### src/rtl/mem8x8_ctrl.sv
// mem8x8_ctrl: ready/req access sequencer driving the mem8x8 bytecell array with registered outputs.
// Define MEM8X8_CTRL_READBACK_EN to add a write-verify cycle that flags readback mismatches on err.
module mem8x8_ctrl #(
    parameter int DATA_W      = 8,
    parameter int ADDR_W      = 3,
    parameter int NUM_CELLS   = 8,
    parameter int HOLD_CYCLES = 1
) (
    input  logic                 clk,
    input  logic                 rst,
    input  logic                 req,
    input  logic                 we,
    input  logic [ADDR_W-1:0]    addr,
    input  logic [DATA_W-1:0]    wdata,
    output logic                 ready,
    output logic                 done,
    output logic [DATA_W-1:0]    rdata,
    output logic                 err,
    output logic [NUM_CELLS-1:0] cell_sel,
    output logic                 cell_op,
    output logic [DATA_W-1:0]    cell_inp,
    input  logic [DATA_W-1:0]    cell_outp
);
    localparam int CW = HOLD_CYCLES > 1 ? $clog2(HOLD_CYCLES) : 1;
`ifdef MEM8X8_CTRL_READBACK_EN
    localparam bit READBACK = 1'b1;
`else
    localparam bit READBACK = 1'b0;
`endif

    typedef enum logic [2:0] {IDLE, SETUP, ACCESS, RELEASE, VERIFY, DONE} state_t;

    state_t                state, state_d;
    logic [CW-1:0]         cnt;
    logic                  we_q, we_n, accept, busy_d, op_d;
    logic [ADDR_W-1:0]     addr_q, addr_n;
    logic [DATA_W-1:0]     wdata_q, wdata_n, inp_d;
    logic [NUM_CELLS-1:0]  sel_d;

    assign accept  = req & ready;
    // Outputs are registered from the next state, so the accepting edge must see the incoming request fields.
    assign we_n    = accept ? we : we_q;
    assign addr_n  = accept ? addr : addr_q;
    assign wdata_n = accept ? wdata : wdata_q;

    always_ff @(posedge clk or posedge rst) begin
        if (rst) begin
            state   <= IDLE;
            cnt     <= '0;
            we_q    <= 1'b0;
            addr_q  <= '0;
            wdata_q <= '0;
        end else begin
            state <= state_d;
            cnt   <= (state == SETUP) ? CW'(HOLD_CYCLES - 1) : cnt - CW'(state == ACCESS);
            if (accept) begin
                we_q    <= we;
                addr_q  <= addr;
                wdata_q <= wdata;
            end
        end
    end

    always_comb begin
        state_d = state;
        case (state)
            IDLE:    state_d = accept ? SETUP : IDLE;
            SETUP:   state_d = ACCESS;
            ACCESS:  state_d = (cnt == '0) ? RELEASE : ACCESS;
            RELEASE: state_d = (READBACK && we_q) ? VERIFY : DONE;
            VERIFY:  state_d = DONE;
            default: state_d = IDLE;
        endcase
    end

    // Out-of-range addresses shift the select bit off the top, leaving cell_sel all-zero.
    always_comb begin
        busy_d = state_d inside {SETUP, ACCESS, RELEASE, VERIFY};
        sel_d  = busy_d ? (NUM_CELLS'(1) << addr_n) : '0;
        op_d   = (state_d == ACCESS) && we_n;
        inp_d  = (busy_d && we_n) ? wdata_n : '0;
    end

    always_ff @(posedge clk or posedge rst) begin
        if (rst) begin
            ready    <= 1'b1;
            done     <= 1'b0;
            rdata    <= '0;
            err      <= 1'b0;
            cell_sel <= '0;
            cell_op  <= 1'b0;
            cell_inp <= '0;
        end else begin
            ready    <= state_d == IDLE;
            done     <= state_d == DONE;
            cell_sel <= sel_d;
            cell_op  <= op_d;
            cell_inp <= inp_d;
            if (state == RELEASE && !we_q)
                rdata <= (|cell_sel) ? cell_outp : '0;
            if (accept)
                err <= 1'b0;
            else if (READBACK && state == VERIFY)
                err <= (|cell_sel) && (cell_outp != wdata_q);
        end
    end
endmodule

### config.mk
export PLATFORM = sky130hd
export DESIGN_NAME = mem8x8_ctrl
export DESIGN_NICKNAME = d
export VERILOG_FILES = /design/src/rtl/mem8x8_ctrl.sv
export SDC_FILE = /design/constraint.sdc
export NUM_CORES = 1
export LEC_CHECK = 0
export CAP_MARGIN = 20
export CORE_ASPECT_RATIO = 2
export CORE_MARGIN = 5
export CORE_UTILIZATION = 48
export CTS_BUF_LIST = sky130_fd_sc_hd__clkbuf_2 sky130_fd_sc_hd__clkbuf_4 sky130_fd_sc_hd__clkbuf_8
export CTS_CLUSTER_SIZE = 40
export DETAILED_ROUTE_END_ITERATION = 8
export GPL_TIMING_DRIVEN = 0
export PLACE_DENSITY_LB_ADDON = 0.1
export SLEW_MARGIN = 5
export SYNTH_ARGS = -nofsm -noshare
export SYNTH_HDL_FRONTEND = slang
export SYNTH_SLANG_ARGS = --single-unit
### constraint.sdc
create_clock -name clk -period 2.5 [get_ports clk]
set_input_delay 0.25 -clock clk [delete_from_list [all_inputs] [get_ports clk]]
set_output_delay 0.25 -clock clk [all_outputs]
set_load 0.05 [all_outputs]
==> results of run 1 <==
-- power breakdown --
group	switching [mW]	internal, mW	total [mW]
sequential	0.145	1.01	1.15
clock	0.217	0.218	0.435
combinational	1.20	0.678	1.88
total	1.57	1.90	3.47
-- worst max path at each step --
stage	slack (ns)	startpoint	end	cells past startpoint
after global routing	0.24	state[2]	cell_sel[3]	7
after CTS	0.38	state[2]	cell_sel[3]	7
after global placement	0.50	rst	done	2
after floorplan	0.67	state[2]	cell_sel[4]	7
after detailed placement	0.37	req	cell_inp[1]	4
final	0.39	state[2]	cell_sel[1]	7
-- metrics by stage --
stage | util | power (mW) | hold slack, ns
finish | 0.664 | 3.47 | 0.442
floorplan | - | 2.47 | 0.386
detailed placement | 0.639 | 3.07 | 0.471
global route | 0.664 | 3.68 | 0.513
global placement | 0.639 | 3.00 | 0.462
CTS | 0.664 | 3.51 | 0.481
-- layout make-up --
type / count / area (um^2) / share of cell area
Sequential cell: 43 / 1080 / 0.455
Multi-Input combinational cell: 87 / 582 / 0.246
Timing Repair Buffer: 49 / 490 / 0.207
Clock buffer: 7 / 83.8 / 0.0354
Tap cell: 49 / 61.3 / 0.0259
Buffer: 8 / 46.3 / 0.0195
Inverter: 6 / 22.5 / 0.00951
Clock inverter: 1 / 5.00 / 0.00211
-- cells by family (layout without fill, tap and decap cells) --
group,count (synthesis),count (layout),share of synthesized area
simple gates,52,52,0.179
compound gates,20,20,0.0666
flops,43,43,0.623
other cells,1,1,0.00217
buf+inv,14,71,0.0398
xor+xnor,1,1,0.00507
mux,12,12,0.0768
fa+ha+maj,1,1,0.00724
-- registers in the layout, indices dropped and copies added (netlist names) --
| signal | flops |
|---|---|
| cnt | 1 |
| state | 3 |
| addr_q | 3 |
| cell_inp | 8 |
| done | 1 |
| cell_sel | 8 |
| we_q | 1 |
| rdata | 8 |
| cell_op | 1 |
| wdata_q | 8 |
| ready | 1 |
-- layout by cell type (no fill, tap or decap), types with 2 or more instances in the layout --
cell type / n
mux2_2: 10
clkbuf_8: 5
a31oi_1: 4
buf_2: 4
inv_1: 5
nor4bb_1: 2
mux2i_1: 2
a21oi_1: 2
o21ai_0: 12
clkdlybuf4s50_1: 49
or4_1: 2
clkbuf_4: 2
and4b_1: 2
dfrtp_1: 42
nor2_1: 4
nor3b_2: 2
nor3_1: 9
nor3b_1: 8
nand2_1: 19
-- per-layer routing --
layer,global-route usage,part of all wire,routed length [um]
met5,0,0,0
met3,0.0521,0.067,239
met1,0.157,0.34,1240
met4,0.0704,0.021,74
met2,0.289,0.57,2030
==> results.rst, run 1 <==
.. list-table::
   :header-rows: 1

   * - Metric
     - Value
   * - Routed wirelength normalized by instance count
     - 14.3 um
   * - Kind of critical path
     - register to register
   * - Height of the chip
     - between 90 and 100 um
   * - Width of the chip
     - between 50 and 60 um
   * - Register area share after synthesis
     - 0.623
   * - Highest cell delay on the worst timing path
     - 0.44 ns
   * - Total CTS buffers
     - 5
   * - Placed cell count
     - ~240
   * - Final instance count without filler cells
     - 250
   * - Top cell by count, worst path
     - nor3_1
   * - PwrDens
     - around 1500 mW/mm^2
   * - Max_slew headroom
     - 0.386
   * - Number of fillers in the final layout
     - just over 300
   * - Detailed-route via count
     - between 1,000 and 1,500
   * - Count of standard-cell rows
     - 31
   * - Maximum number of pins on one net before global-route repair
     - 44
   * - Length in cells of the worst reg-to-reg path
     - 7
   * - Global-route wire length before repair
     - between 5000 and 6000 um
   * - Flop-to-flop setup slack
     - approximately 0.39 ns
   * - Share of the cycle needed by the critical path after routing
     - 0.844
   * - Synth top area share
     - 0.608
   * - Count of hold-fix buffers inserted at cts
     - 0
   * - CTS clk-pin slew, worst paths
     - around 0.07 ns
   * - Layout-stage area growth over the synthesis result
     - 37.1%
   * - RR Endpoint
     - cell_sel[1]
   * - Setup repair after global routing missed its margin
     - no
   * - Initial DRT Pass Iterations
     - 4
   * - Type of the tightest min-delay check
     - input port to asynchronous set/reset pin
   * - Most instantiated library cell after synthesis
     - dfrtp_1
   * - Number of nets produced by synthesis
     - between 150 and 200
   * - Detail Placement HPWL
     - ~2700 um
   * - Fin area
     - 0.00237 mm^2
   * - Grt total ovfl
     - 0
   * - Beginning of the worst register-to-register path
     - state[2]
   * - Antenna violation net count after detailed routing
     - 0
   * - Area enclosed by the die boundary
     - just under 0.005 mm^2
   * - Period minus WS final
     - between 2 and 2.5 ns
   * - Mapped Cells
     - ~140
   * - Critical path cell sequence
     - clkbuf_1 -> nor3b_1 -> ha_1 -> nor3_1 -> a221o_2 -> buf_6 -> nor3_1
   * - Arrival @ worst endpoint
     - around 2.3 ns
   * - Resized Gates After CTS
     - 0
   * - H-tree level count
     - 2
   * - Maximum fanout along the worst path
     - 10
   * - Antenna violations before repair
     - 0
   * - Global-route usage over all layers
     - 0.159
   * - Post-route DRC violation count
     - 0
   * - Aggregate negative setup slack
     - 0 ns
   * - Total of flip-flops plus latches after synthesis
     - 43
   * - CP Launch Type
     - register
   * - Largest area contributor in the synthesized netlist
     - dfrtp_1
   * - Pre-CTS worst setup slack
     - around 0.37 ns
   * - Leakage
     - roughly 1.0 nW
   * - Worst Setup End Kind
     - register
   * - Synth top area cells
     - dfrtp_1 (61%), mux2_2 (6.5%), nand2_1 (4.1%), o21ai_0 (3.5%), nor3b_1 (3.5%)
   * - Clock skew
     - between 0.004 and 0.005 ns
   * - Distinct cells, synth
     - 30
   * - Number of max-cap violations
     - 0
   * - Buffers inserted by post-CTS timing repair
     - 0
   * - Final-report setup violation count
     - 0
   * - Async set-or-reset flop fraction in the synthesized netlist
     - 1.00
   * - Post-synthesis average cell area
     - about 12 um^2
   * - CTS root buffer
     - clkbuf_8
   * - Diodes inserted
     - 0
   * - Share of layout cells above drive strength 1
     - 0.149
   * - Core region area
     - about 0.0036 mm^2
   * - Clock latency on the worst-skew pair
     - a little under 0.3 ns
   * - Starting Density
     - 0.484
   * - Worst voltage drop across the vdd grid
     - between 0.9 and 1 mV
   * - Number of synthesized flops with an enable pin
     - 0
   * - Worst endpoint required time
     - 2.70 ns
   * - CTS tree
     - built
   * - Fmax
     - roughly 470 MHz
   * - Clock tree sinks
     - between 40 and 50
   * - Via count of the first global-routing pass
     - 1,319
   * - Number of slew-limit violations in the final report
     - 0
   * - Total cell area at the placement stage
     - ~0.0023 mm^2
   * - CP max stage cell
     - a221o_2
   * - Number of hold-slack violations in the final timing report
     - 0
   * - Warnings from Yosys
     - 0
   * - Post-DR vias/cell
     - just over 5
   * - Status
     - finished clean
   * - Iter 0 DRT Violations
     - 17
   * - CP Buf/Inv Count
     - 2
   * - Number of placed I/O pins
     - about 50
   * - Buffers on Ports
     - about 50
   * - Category of cells accounting for the largest share of critical-path delay
     - simple AND/OR/NAND/NOR gates
   * - Final Routed Wirelength
     - 3590 um
   * - Most used flip-flop cell after synthesis
     - dfrtp_1
   * - Top cells by instance count after synthesis
     - dfrtp_1 (42), nand2_1 (19), o21ai_0 (12)
   * - Post-layout nets
     - around 220
   * - Max Root-Sink Buffers
     - 2
   * - GPL Wtd Cong
     - about 0.74
   * - Minimum setup slack in the final design
     - ~0.4 ns
   * - Tightest Pin Transition
     - between 0.8 and 0.9 ns
   * - Synthesized area
     - ~0.0017 mm^2
(Power assumes the default switching activity.)
==> run 2: changes to the inputs <==
==> constraint.sdc (replaced) <==
create_clock -name clk -period 2.2 [get_ports clk]
set_input_delay 0.22 -clock clk [delete_from_list [all_inputs] [get_ports clk]]
set_output_delay 0.22 -clock clk [all_outputs]
set_load 0.05 [all_outputs]
==> run 2 against run 1 <==
- flip-flop and latch count unchanged
- largest power group unchanged
- critical path depth unchanged
- cell area increased by 0.37%
- maximum frequency increased by 2.5%
- global-route usage unchanged
- clock power increased by 13%
- combinational power increased by 14%
==> results.rst, run 2 (synthesis gave the netlist of run 1 again) <==
.. list-table::
   :header-rows: 1

   * - Metric
     - Value
   * - CP max stage cell
     - a221o_2
   * - Final-report setup violation count
     - 0 (unchanged)
   * - Detail Placement HPWL
     - 2720 um (unchanged)
   * - Grt total ovfl
     - 0 (unchanged)
   * - Post-DR vias/cell
     - 5.14 (+0.16%)
   * - Number of hold-slack violations in the final timing report
     - 0 (unchanged)
   * - Top cell by count, worst path
     - nor3_1
   * - Iter 0 DRT Violations
     - 17 (unchanged)
   * - Buffers on Ports
     - 49 (unchanged)
   * - Total CTS buffers
     - 5 (unchanged)
   * - CTS root buffer
     - clkbuf_8
   * - Kind of critical path
     - register to register
   * - Post-layout nets
     - 224 (unchanged)
   * - Total power
     - 3.96 mW (+14%)
   * - Core utilization of the finished layout
     - 0.666 (+0.00245)
   * - Fmax
     - 486 MHz (+2.5%)
   * - Diodes inserted
     - 0 (unchanged)
   * - Max_slew headroom
     - 0.387 (+0.00101)
   * - Buffers inserted by post-CTS timing repair
     - 0 (unchanged)
   * - Worst endpoint required time
     - 2.40 ns (-0.30 ns)
   * - Number of placed I/O pins
     - 51 (unchanged)
   * - PwrDens
     - 1660 mW/mm^2 (+14%)
   * - Initial DRT Pass Iterations
     - 4 (unchanged)
   * - Final Routed Wirelength
     - 3600 um (+0.53%)
   * - Core region area
     - 0.00357 mm^2 (unchanged)
   * - Clock tree sinks
     - 43 (unchanged)
   * - Arrival @ worst endpoint
     - 2.26 ns (-0.05 ns)
   * - Tightest Pin Transition
     - 0.893 ns (-0.00148 ns)
   * - Worst voltage drop across the vdd grid
     - 1.03 mV (+13%)
   * - Maximum fanout along the worst path
     - 10 (unchanged)
   * - Antenna violations before repair
     - 0 (unchanged)
   * - Share of the cycle needed by the critical path after routing
     - 0.936 (+0.0918)
   * - Aggregate negative setup slack
     - 0 ns (unchanged)
   * - Setup repair after global routing missed its margin
     - no
   * - Final instance count without filler cells
     - 250 (unchanged)
   * - Area enclosed by the die boundary
     - 0.00497 mm^2 (unchanged)
   * - Clock latency on the worst-skew pair
     - 0.29 ns (about the same)
   * - Commonest non-fill, non-tap cell in the layout
     - clkdlybuf4s50_1
   * - Number of fillers in the final layout
     - 309 (unchanged)
   * - Layout-stage area growth over the synthesis result
     - 37.6%
   * - Period minus WS final
     - 2.06 ns (-0.0513 ns)
   * - Antenna violation net count after detailed routing
     - 0 (unchanged)
   * - Starting Density
     - 0.484 (unchanged)
   * - Highest cell delay on the worst timing path
     - 0.44 ns (about the same)
   * - Number of slew-limit violations in the final report
     - 0 (unchanged)
   * - Type of the tightest min-delay check
     - input port to asynchronous set/reset pin
   * - GPL Wtd Cong
     - 0.740 (unchanged)
   * - CTS clk-pin slew, worst paths
     - 0.07 ns (about the same)
   * - Resized Gates After CTS
     - 0 (unchanged)
   * - Via count of the first global-routing pass
     - 1,319 (unchanged)
   * - Share of layout cells above drive strength 1
     - 0.164 (+0.0149)
   * - Height of the chip
     - 94.9 um (unchanged)
   * - Routed wirelength normalized by instance count
     - 14.4 um (+0.53%)
   * - Number of max-cap violations
     - 0 (unchanged)
   * - Worst Setup End Kind
     - register
   * - Global-route usage over all layers
     - 0.159 (unchanged)
   * - Status
     - finished clean
   * - Placed cell count
     - 242 (unchanged)
   * - Count of hold-fix buffers inserted at cts
     - 0 (unchanged)
   * - CTS tree
     - built
   * - Leakage
     - 1.05 nW (+0.41%)
   * - Maximum number of pins on one net before global-route repair
     - 44 (unchanged)
   * - Detailed-route via count
     - 1,284 (+0.16%)
   * - Post-route DRC violation count
     - 0 (unchanged)
   * - Max Root-Sink Buffers
     - 2 (unchanged)
   * - H-tree level count
     - 2 (unchanged)
   * - CP Launch Type
     - register
   * - Global-route wire length before repair
     - 5810 um (unchanged)
   * - Count of standard-cell rows
     - 31 (unchanged)
   * - Clock skew
     - 0.00330 ns (-0.000951 ns)
   * - Commonest cells after routing, fill and taps aside
     - clkdlybuf4s50_1 (49), dfrtp_1 (42), nand2_1 (19), o21ai_0 (12), mux2_2 (10)
   * - Critical path cell sequence
     - clkbuf_2 -> nor3b_2 -> ha_2 -> nor3_1 -> a221o_2 -> buf_6 -> nor3_1
   * - Width of the chip
     - 52.4 um (unchanged)
-- run 2: cell counts in the layout (fill, tap and decap cells not counted) --
Identical to the previous run, type by type.
-- run 2: layout make-up --
class	instances	area, um^2	area share
plain buffers	8	47.5	0.0200
clock buffers	7	83.8	0.0353
clock inverters	1	5.00	0.00211
inverters	6	22.5	0.00947
multi-input cells	87	589	0.248
flip-flops and latches	43	1080	0.453
well taps	49	61.3	0.0258
repair buffers	49	490	0.206
-- run 2: per-stage QoR --
stage / worst slack [ns] / hold WS (ns) / instance area (um^2)
finish: 0.141 / 0.416 / 2380
global route: 0.00439 / 0.495 / 2380
CTS: 0.0767 / 0.451 / 2370
detailed placement: 0.0921 / 0.471 / 2280
global placement: 0.200 / 0.462 / 2280
floorplan: 0.367 / 0.356 / 1730
-- run 2: where the power goes --
| part | switching [mW] | leakage [nW] | internal [mW] |
|---|---|---|---|
| logic | 1.37 | 0.451 | 0.778 |
| registers | 0.165 | 0.548 | 1.15 |
| clock network | 0.246 | 0.0491 | 0.247 |
-- run 2: critical path: cells and delay by family (launching register included) --
family,cells,cell delay [ns]
AOI/OAI and AO/OA,1,0.44
buffers and inverters,2,0.38
and+or+nand+nor,3,0.50
DFF,1,0.43
adders and majority gates,1,0.22
-- run 2: worst paths after layout --
check,endpoint,start,slack [ns],cells after the start
setup / recovery,cell_sel[1],state[2],0.14,7
min in group clk,rdata[5],rdata[5],0.48,2
setup reg to reg,cell_sel[1],state[2],0.14,7
max in group asynchronous,addr_q[0],rst,1.25,2
hold reg to reg,rdata[5],rdata[5],0.48,2
hold / removal,wdata_q[2],rst,0.42,2
-- run 2: layer usage --
layer | part of all wire | up-vias | track usage
met2 | 0.57 | 40 | 0.289
met1 | 0.34 | 630 | 0.157
met3 | 0.067 | 7 | 0.0521
met5 | 0 | - | 0
met4 | 0.019 | 0 | 0.0704
li1 | - | 607 | -
